`config.mk`:
```
export PLATFORM = sky130hd
export DESIGN_NAME = if_stage
export DESIGN_NICKNAME = d
export VERILOG_FILES = /design/src/rtl/if_pkg.sv /design/src/rtl/fetch_fifo.sv /design/src/rtl/if_stage.sv
export SDC_FILE = /design/constraint.sdc
export NUM_CORES = 1
export LEC_CHECK = 0
export BUFFER_PORTS_ARGS = -buffer_cell sky130_fd_sc_hd__buf_4
export CAP_MARGIN = 20
export CORE_ASPECT_RATIO = 0.9
export CORE_MARGIN = 10
export CORE_UTILIZATION = 45
export DETAILED_ROUTE_END_ITERATION = 10
export GPL_ROUTABILITY_DRIVEN = 0
export GPL_TIMING_DRIVEN = 0
export PLACE_DENSITY = 0.83
export SETUP_SLACK_MARGIN = 0.1
export SKIP_CTS_REPAIR_TIMING = 1
export SYNTH_ARGS = -nofsm -noshare
export SYNTH_HDL_FRONTEND = slang
export SYNTH_SLANG_ARGS = --single-unit
```
`constraint.sdc`:
```
create_clock -name CLK -period 6.6 [get_ports CLK]
set_input_delay 0.99 -clock CLK [delete_from_list [all_inputs] [get_ports CLK]]
set_output_delay 0.99 -clock CLK [all_outputs]
set_load 0.02 [all_outputs]
```
`src/rtl/if_pkg.sv`:
```
// Shared fetch-stage types: XLEN, reset vector default, FSM states and the buffered {pc, instr} entry.
package if_pkg;

   localparam int XLEN = 32;
   localparam logic [XLEN-1:0] RESET_VECTOR_DEF = 32'h0000_0000;

   typedef enum logic [1:0] {
      S_RESET = 2'd0,
      S_START = 2'd1,
      S_RUN   = 2'd2
   } fetch_state_t;

   typedef struct packed {
      logic [XLEN-1:0] pc;
      logic [XLEN-1:0] instr;
   } fetch_entry_t;

   // Redirect targets are forced onto a word boundary.
   function automatic logic [XLEN-1:0] align_pc(input logic [XLEN-1:0] addr);
      return addr & ~XLEN'(3);
   endfunction

endpackage

```
`src/rtl/fetch_fifo.sv`:
```
// DEPTH-entry instruction buffer; head visible the cycle after push, no bypass.
// Push while full is accepted only together with a pop; flush empties it in one cycle.
module fetch_fifo
   import if_pkg::*;
#(
   parameter int DEPTH = 2
)(
   input  logic                         clk,
   input  logic                         rst,
   input  logic                         push,
   input  fetch_entry_t                 push_data,
   input  logic                         pop,
   input  logic                         flush,
   output logic                         full,
   output logic                         empty,
   output logic [$clog2(DEPTH+1)-1:0]   count,
   output fetch_entry_t                 head
);

   localparam int CW = $clog2(DEPTH + 1);
   localparam int PW = $clog2(DEPTH);

   fetch_entry_t   mem [DEPTH];
   logic [PW-1:0]  rd_ptr;
   logic [PW-1:0]  wr_ptr;
   logic           do_push;
   logic           do_pop;

   assign empty   = (count == '0);
   assign full    = (count == CW'(DEPTH));
   assign do_pop  = pop && !empty;
   assign do_push = push && (!full || do_pop);
   assign head    = mem[rd_ptr];

   always_ff @(posedge clk) begin
      if (rst || flush) begin
         rd_ptr <= '0;
         wr_ptr <= '0;
         count  <= '0;
      end else begin
         if (do_push) wr_ptr <= wr_ptr + 1'b1;
         if (do_pop)  rd_ptr <= rd_ptr + 1'b1;
         if (do_push && !do_pop)
            count <= count + 1'b1;
         else if (do_pop && !do_push)
            count <= count - 1'b1;
      end
   end

   // Storage carries no reset; validity is tracked solely by count.
   always_ff @(posedge clk) begin
      if (do_push && !flush && !rst)
         mem[wr_ptr] <= push_data;
   end

endmodule

```
`src/rtl/if_stage.sv`:
```
// Instruction fetch: issues one read per cycle while buffer space (count+inflight) allows; issue-to-Instr_Valid is 2 cycles.
// Decode backpressure (Instr_Ready=0) stalls issue and holds PC; redirect flushes and outranks pop/push/issue.
module if_stage
   import if_pkg::*;
#(
   parameter logic [XLEN-1:0] RESET_VECTOR = RESET_VECTOR_DEF,
   parameter int              DEPTH        = 2
)(
   input  logic              CLK,
   input  logic              rst,
   input  logic [XLEN-1:0]   PC,
   output logic [XLEN-1:0]   PC_Next,
   input  logic              Redirect_Valid,
   input  logic [XLEN-1:0]   Redirect_Target,
   output logic              IMem_Req,
   output logic [XLEN-1:0]   IMem_Addr,
   input  logic              IMem_RValid,
   input  logic [XLEN-1:0]   IMem_RData,
   output logic              Instr_Valid,
   input  logic              Instr_Ready,
   output logic [XLEN-1:0]   Instr,
   output logic [XLEN-1:0]   Instr_PC
);

   localparam int CW = $clog2(DEPTH + 1);

   fetch_state_t    state_q;
   fetch_state_t    fsm;
   logic            inflight;
   logic [XLEN-1:0] inflight_addr;
   logic            discard;

   logic            fifo_full;
   logic            fifo_empty;
   logic [CW-1:0]   fifo_count;
   fetch_entry_t    head;
   fetch_entry_t    push_data;

   logic            accept;
   logic            pop;
   logic            push;
   logic            issue;
   logic            flush;
   logic [CW:0]     occ;
   logic [CW:0]     limit;

   // S_RESET is what the stage is in while rst is held; the register restarts in
   // S_START so the first cycle after release never issues or accepts data.
   assign fsm = rst ? S_RESET : state_q;

   assign flush       = Redirect_Valid && !rst;
   assign Instr_Valid = (fsm != S_RESET) && !fifo_empty;
   assign accept      = Instr_Valid && Instr_Ready;
   assign pop         = accept && !Redirect_Valid;

   assign occ   = {1'b0, fifo_count} + {{CW{1'b0}}, inflight};
   assign limit = (CW+1)'(DEPTH) + {{CW{1'b0}}, accept};
   assign issue = (fsm == S_RUN) && !Redirect_Valid && (occ < limit);

   assign push = (fsm == S_RUN) && !Redirect_Valid && IMem_RValid && !discard
                 && (!fifo_full || pop);
   assign push_data = '{pc: inflight_addr, instr: IMem_RData};

   assign IMem_Req  = issue;
   assign IMem_Addr = issue ? PC : '0;
   assign Instr     = Instr_Valid ? head.instr : '0;
   assign Instr_PC  = Instr_Valid ? head.pc : '0;

   always_comb begin
      PC_Next = PC;
      if (rst)
         PC_Next = RESET_VECTOR;
      else if (Redirect_Valid)
         PC_Next = align_pc(Redirect_Target);
      else if (issue)
         PC_Next = PC + XLEN'(4);
   end

   always_ff @(posedge CLK) begin
      if (rst) begin
         state_q       <= S_START;
         inflight      <= 1'b0;
         inflight_addr <= '0;
         discard       <= 1'b0;
      end else begin
         unique case (state_q)
            S_RESET: state_q <= S_START;
            S_START: state_q <= S_RUN;
            default: state_q <= S_RUN;
         endcase
         inflight <= issue;
         if (issue)
            inflight_addr <= PC;
         discard <= Redirect_Valid && inflight;
      end
   end

   fetch_fifo #(
      .DEPTH (DEPTH)
   ) u_fifo (
      .clk       (CLK),
      .rst       (rst),
      .push      (push),
      .push_data (push_data),
      .pop       (pop),
      .flush     (flush),
      .full      (fifo_full),
      .empty     (fifo_empty),
      .count     (fifo_count),
      .head      (head)
   );

endmodule

```
==> flow_summary_export.csv <==
group,metric,value,unit
floorplanning,die_x,158,um
final_layout,drive_gt1_share,30.1,%
synth,yosys.area.top_type,"edfxtp_1",
worst_setup_path,end_kind,"output pin",
cts,clockBufferDepth,2,
synth,synth_area,7760,um^2
sta,period_share,67.3,%
synth,postSynthAreaPerCell,11.3,um^2
route,postRouteAntennaNets,0,
global_routing,grt_pass1_vias,6335,
worst_setup_path,crit_type,"primary input to output pin",
sta,period_needed,4.44,ns
route,via_per_inst,5.39,
route,dr.first_iter.drc_count,424,
synth,synth-edff-count,128,
floorplanning,fp.dieH,145,um
global_routing,grt_max_degree,65,
cts,clk_latency,0.42,ns
floorplanning,core,16900,um^2
global_routing,overflow,0,
sta,tns,0,ns
route,finalWirelength,23000,um
placement,dpl-instance-area,9780,um^2
synth,yosysTopAreaCellShare,49.5,%
worst_setup_path,path_max_fanout,11,
cts,cts_tree,"built",
synth,ys_warn_count,0,
final_layout,instances_no_fill,1157,
power,p_leak,0.00417,uW
job,maxCapViolCount,0,
synth,ys_ff_latch,169,
final_layout,final_core_util,61.4,%
cts,clock_sinks,169,
sta,hold_viol_final,0,
worst_hold_path,hp-start,"inflight_addr[28]",
global_routing,track_usage,19.8,%
placement,port_buffers,227,
sta,finalMaxSlewViolations,0,
sta,clock.fmax,0.225,GHz
route,drc,0,
cts,clkSlewWorstSetupHoldPaths,0.06,ns
cts,numCtsBuffers,17,
worst_setup_path,rr_endpoint,"u_fifo.mem[1][9]",
sta,fin_hold_ws,0.454,ns
sta,clock_skew,0.00907,ns
floorplanning,io_pins,231,
synth,synth.distinct_cells,44,
placement,place_inst,1125,
final_layout,final_cell_area,10400,um^2
synth,syn_nets,791,
synth,seq_area_frac_synth,60.1,%
placement,dp_hpwl,17600,um
final_layout,syn_to_final_growth,33.5,%
final_layout,diodes,0,
sta,slew_headroom,40.5,%
floorplanning,die_area,22900,um^2
global_routing,grt_pass1_wl,34300,um
worst_setup_path,cp.required,5.61,ns
synth,netlist_top_cells_area,"edfxtp_1 50%, dfxtp_1 11%, mux2i_1 9.2%",
cts,cts-root-buf,"clkbuf_16",
synth,ys.flop_type,"edfxtp_1",
worst_setup_path,cp-start-kind,"primary input",
route,drt_pass1_iterations,4,
cts,cts_max_level,4,
synth,netlist_instances,685,
route,wire_per_inst,19.9,um
synth,ys_async_sr_fraction,0,%
power,power_density,223,nW/um^2
sta,rsz0062_at_grt,"false",
final_layout,fill_cells,1374,
worst_hold_path,hp-class,"flop to flop",
run_status,outcome,"complete, no violations",
floorplanning,start_util,46.0,%
global_routing,antenna_found_initial,0,
sta,finalSetupViolCount,0,
route,vias,6235,
worst_setup_path,r2r_slack,3.91,ns
worst_hold_path,holdPathEnd,"u_fifo.mem[1][60]",
worst_hold_path,hold_path_depth,0,
final_layout,num-nets-final,1039,
worst_setup_path,r2r_start,"state_q[0]",
power,ir_drop,0.000176,V
worst_setup_path,r2r_cells,5,
worst_setup_path,crit_arrival,3.45,ns
floorplanning,rows,45,
sta,worst_pin_slew,0.893,ns
-- flip-flops by register name, summed over array words and instances, names as in the netlist, named ones only --
name           flops
u_fifo.count       2
u_fifo.rd_ptr      1
inflight_addr     32
u_fifo.wr_ptr      1
inflight           1
u_fifo.mem       128
state_q            2
discard            1
-- routing by layer --
layer | wire length, um | GRT usage [%]
met5 | 0 | 0
met4 | 547 | 8.87
met2 | 11200 | 33.1
met1 | 9100 | 22.9
met3 | 2140 | 6.32
-- layout by cell type (no fill, tap or decap), types with 11 or more instances in the layout --
| cell | n |
|---|---|
| nor2_1 | 98 |
| buf_4 | 227 |
| nand4_1 | 16 |
| xnor2_1 | 13 |
| a211oi_1 | 15 |
| a21oi_1 | 36 |
| nand2_1 | 76 |
| buf_1 | 11 |
| inv_1 | 39 |
| clkbuf_16 | 18 |
| edfxtp_1 | 128 |
| clkbuf_1 | 26 |
| dfxtp_1 | 41 |
| mux2i_1 | 71 |
-- per-stage QoR --
step | setup WS, ns | power [uW]
finish | 2.16 | 2310
floorplan | 1.17 | 1260
global route | 1.98 | 2390
CTS | 2.14 | 2320
detailed placement | 2.14 | 1370
global placement | -1.09 | 1360
-- cell type report --
class / count / area (um^2) / share of cell area (%)
Clock inverter: 11 / 113 / 1.09
Sequential cell: 169 / 4660 / 45.0
Tap cell: 211 / 264 / 2.55
Timing Repair Buffer: 229 / 1740 / 16.8
Multi-Input combinational cell: 432 / 2760 / 26.6
Buffer: 43 / 196 / 1.89
Clock buffer: 21 / 472 / 4.55
Inverter: 41 / 154 / 1.48
-- Yosys cell counts, drive strengths merged (2+ instances only) --
library cell / number
a2111oi: 8
a211oi: 15
a21oi: 36
and2: 4
and3: 7
and4: 7
buf: 19
clkbuf: 24
dfxtp: 41
edfxtp: 128
ha: 5
inv: 41
mux2i: 71
nand2: 76
nand3: 9
nand4: 16
nor2: 98
nor2b: 11
nor3: 10
nor3b: 2
nor4: 19
nor4b: 2
o211a: 3
o21ai: 3
o22ai: 3
or3: 2
xnor2: 13
xor2: 4
-- power breakdown --
part / internal, uW / switching (uW) / total (uW)
sequential: 1150 / 5.17 / 1150
combinational: 86.5 / 109 / 195
clock: 559 / 405 / 964
-- worst max-delay path by stage --
stage                     cells after the start            from           endpoint  slack (ns)
final                                        10             rst         PC_Next[2]        2.16
after global routing                          9  Redirect_Valid         PC_Next[2]        1.98
after CTS                                     9  Redirect_Valid         PC_Next[2]        2.14
after detailed placement                      9  Redirect_Valid         PC_Next[2]        2.14
after global placement                        6  Redirect_Valid  u_fifo.mem[0][19]       -1.09
after floorplan                               5  Redirect_Valid   u_fifo.mem[0][0]        1.17
-- worst max-delay path: stages --
cell	delay, ns
buf_6	0.12
o21bai_4	0.18
o41ai_1	0.40
nand3_1	0.47
inv_2	0.32
buf_2	0.30
ha_1	0.29
mux2i_1	0.13
nor2_1	0.06
buf_4	0.19
-- cell families after synthesis --
logic type               Yosys count  synth area share, %
flip-flops                       169                 60.1
AND/OR/NAND/NOR                  265                 17.1
adder cells (fa/ha/maj)            5                0.806
buffers and inverters             84                 4.51
multiplexers                      71                 9.15
XOR/XNOR                          17                 1.92
AO/OA/AOI/OAI                     74                 6.45
Note: power is estimated with default switching activity, not from simulation.
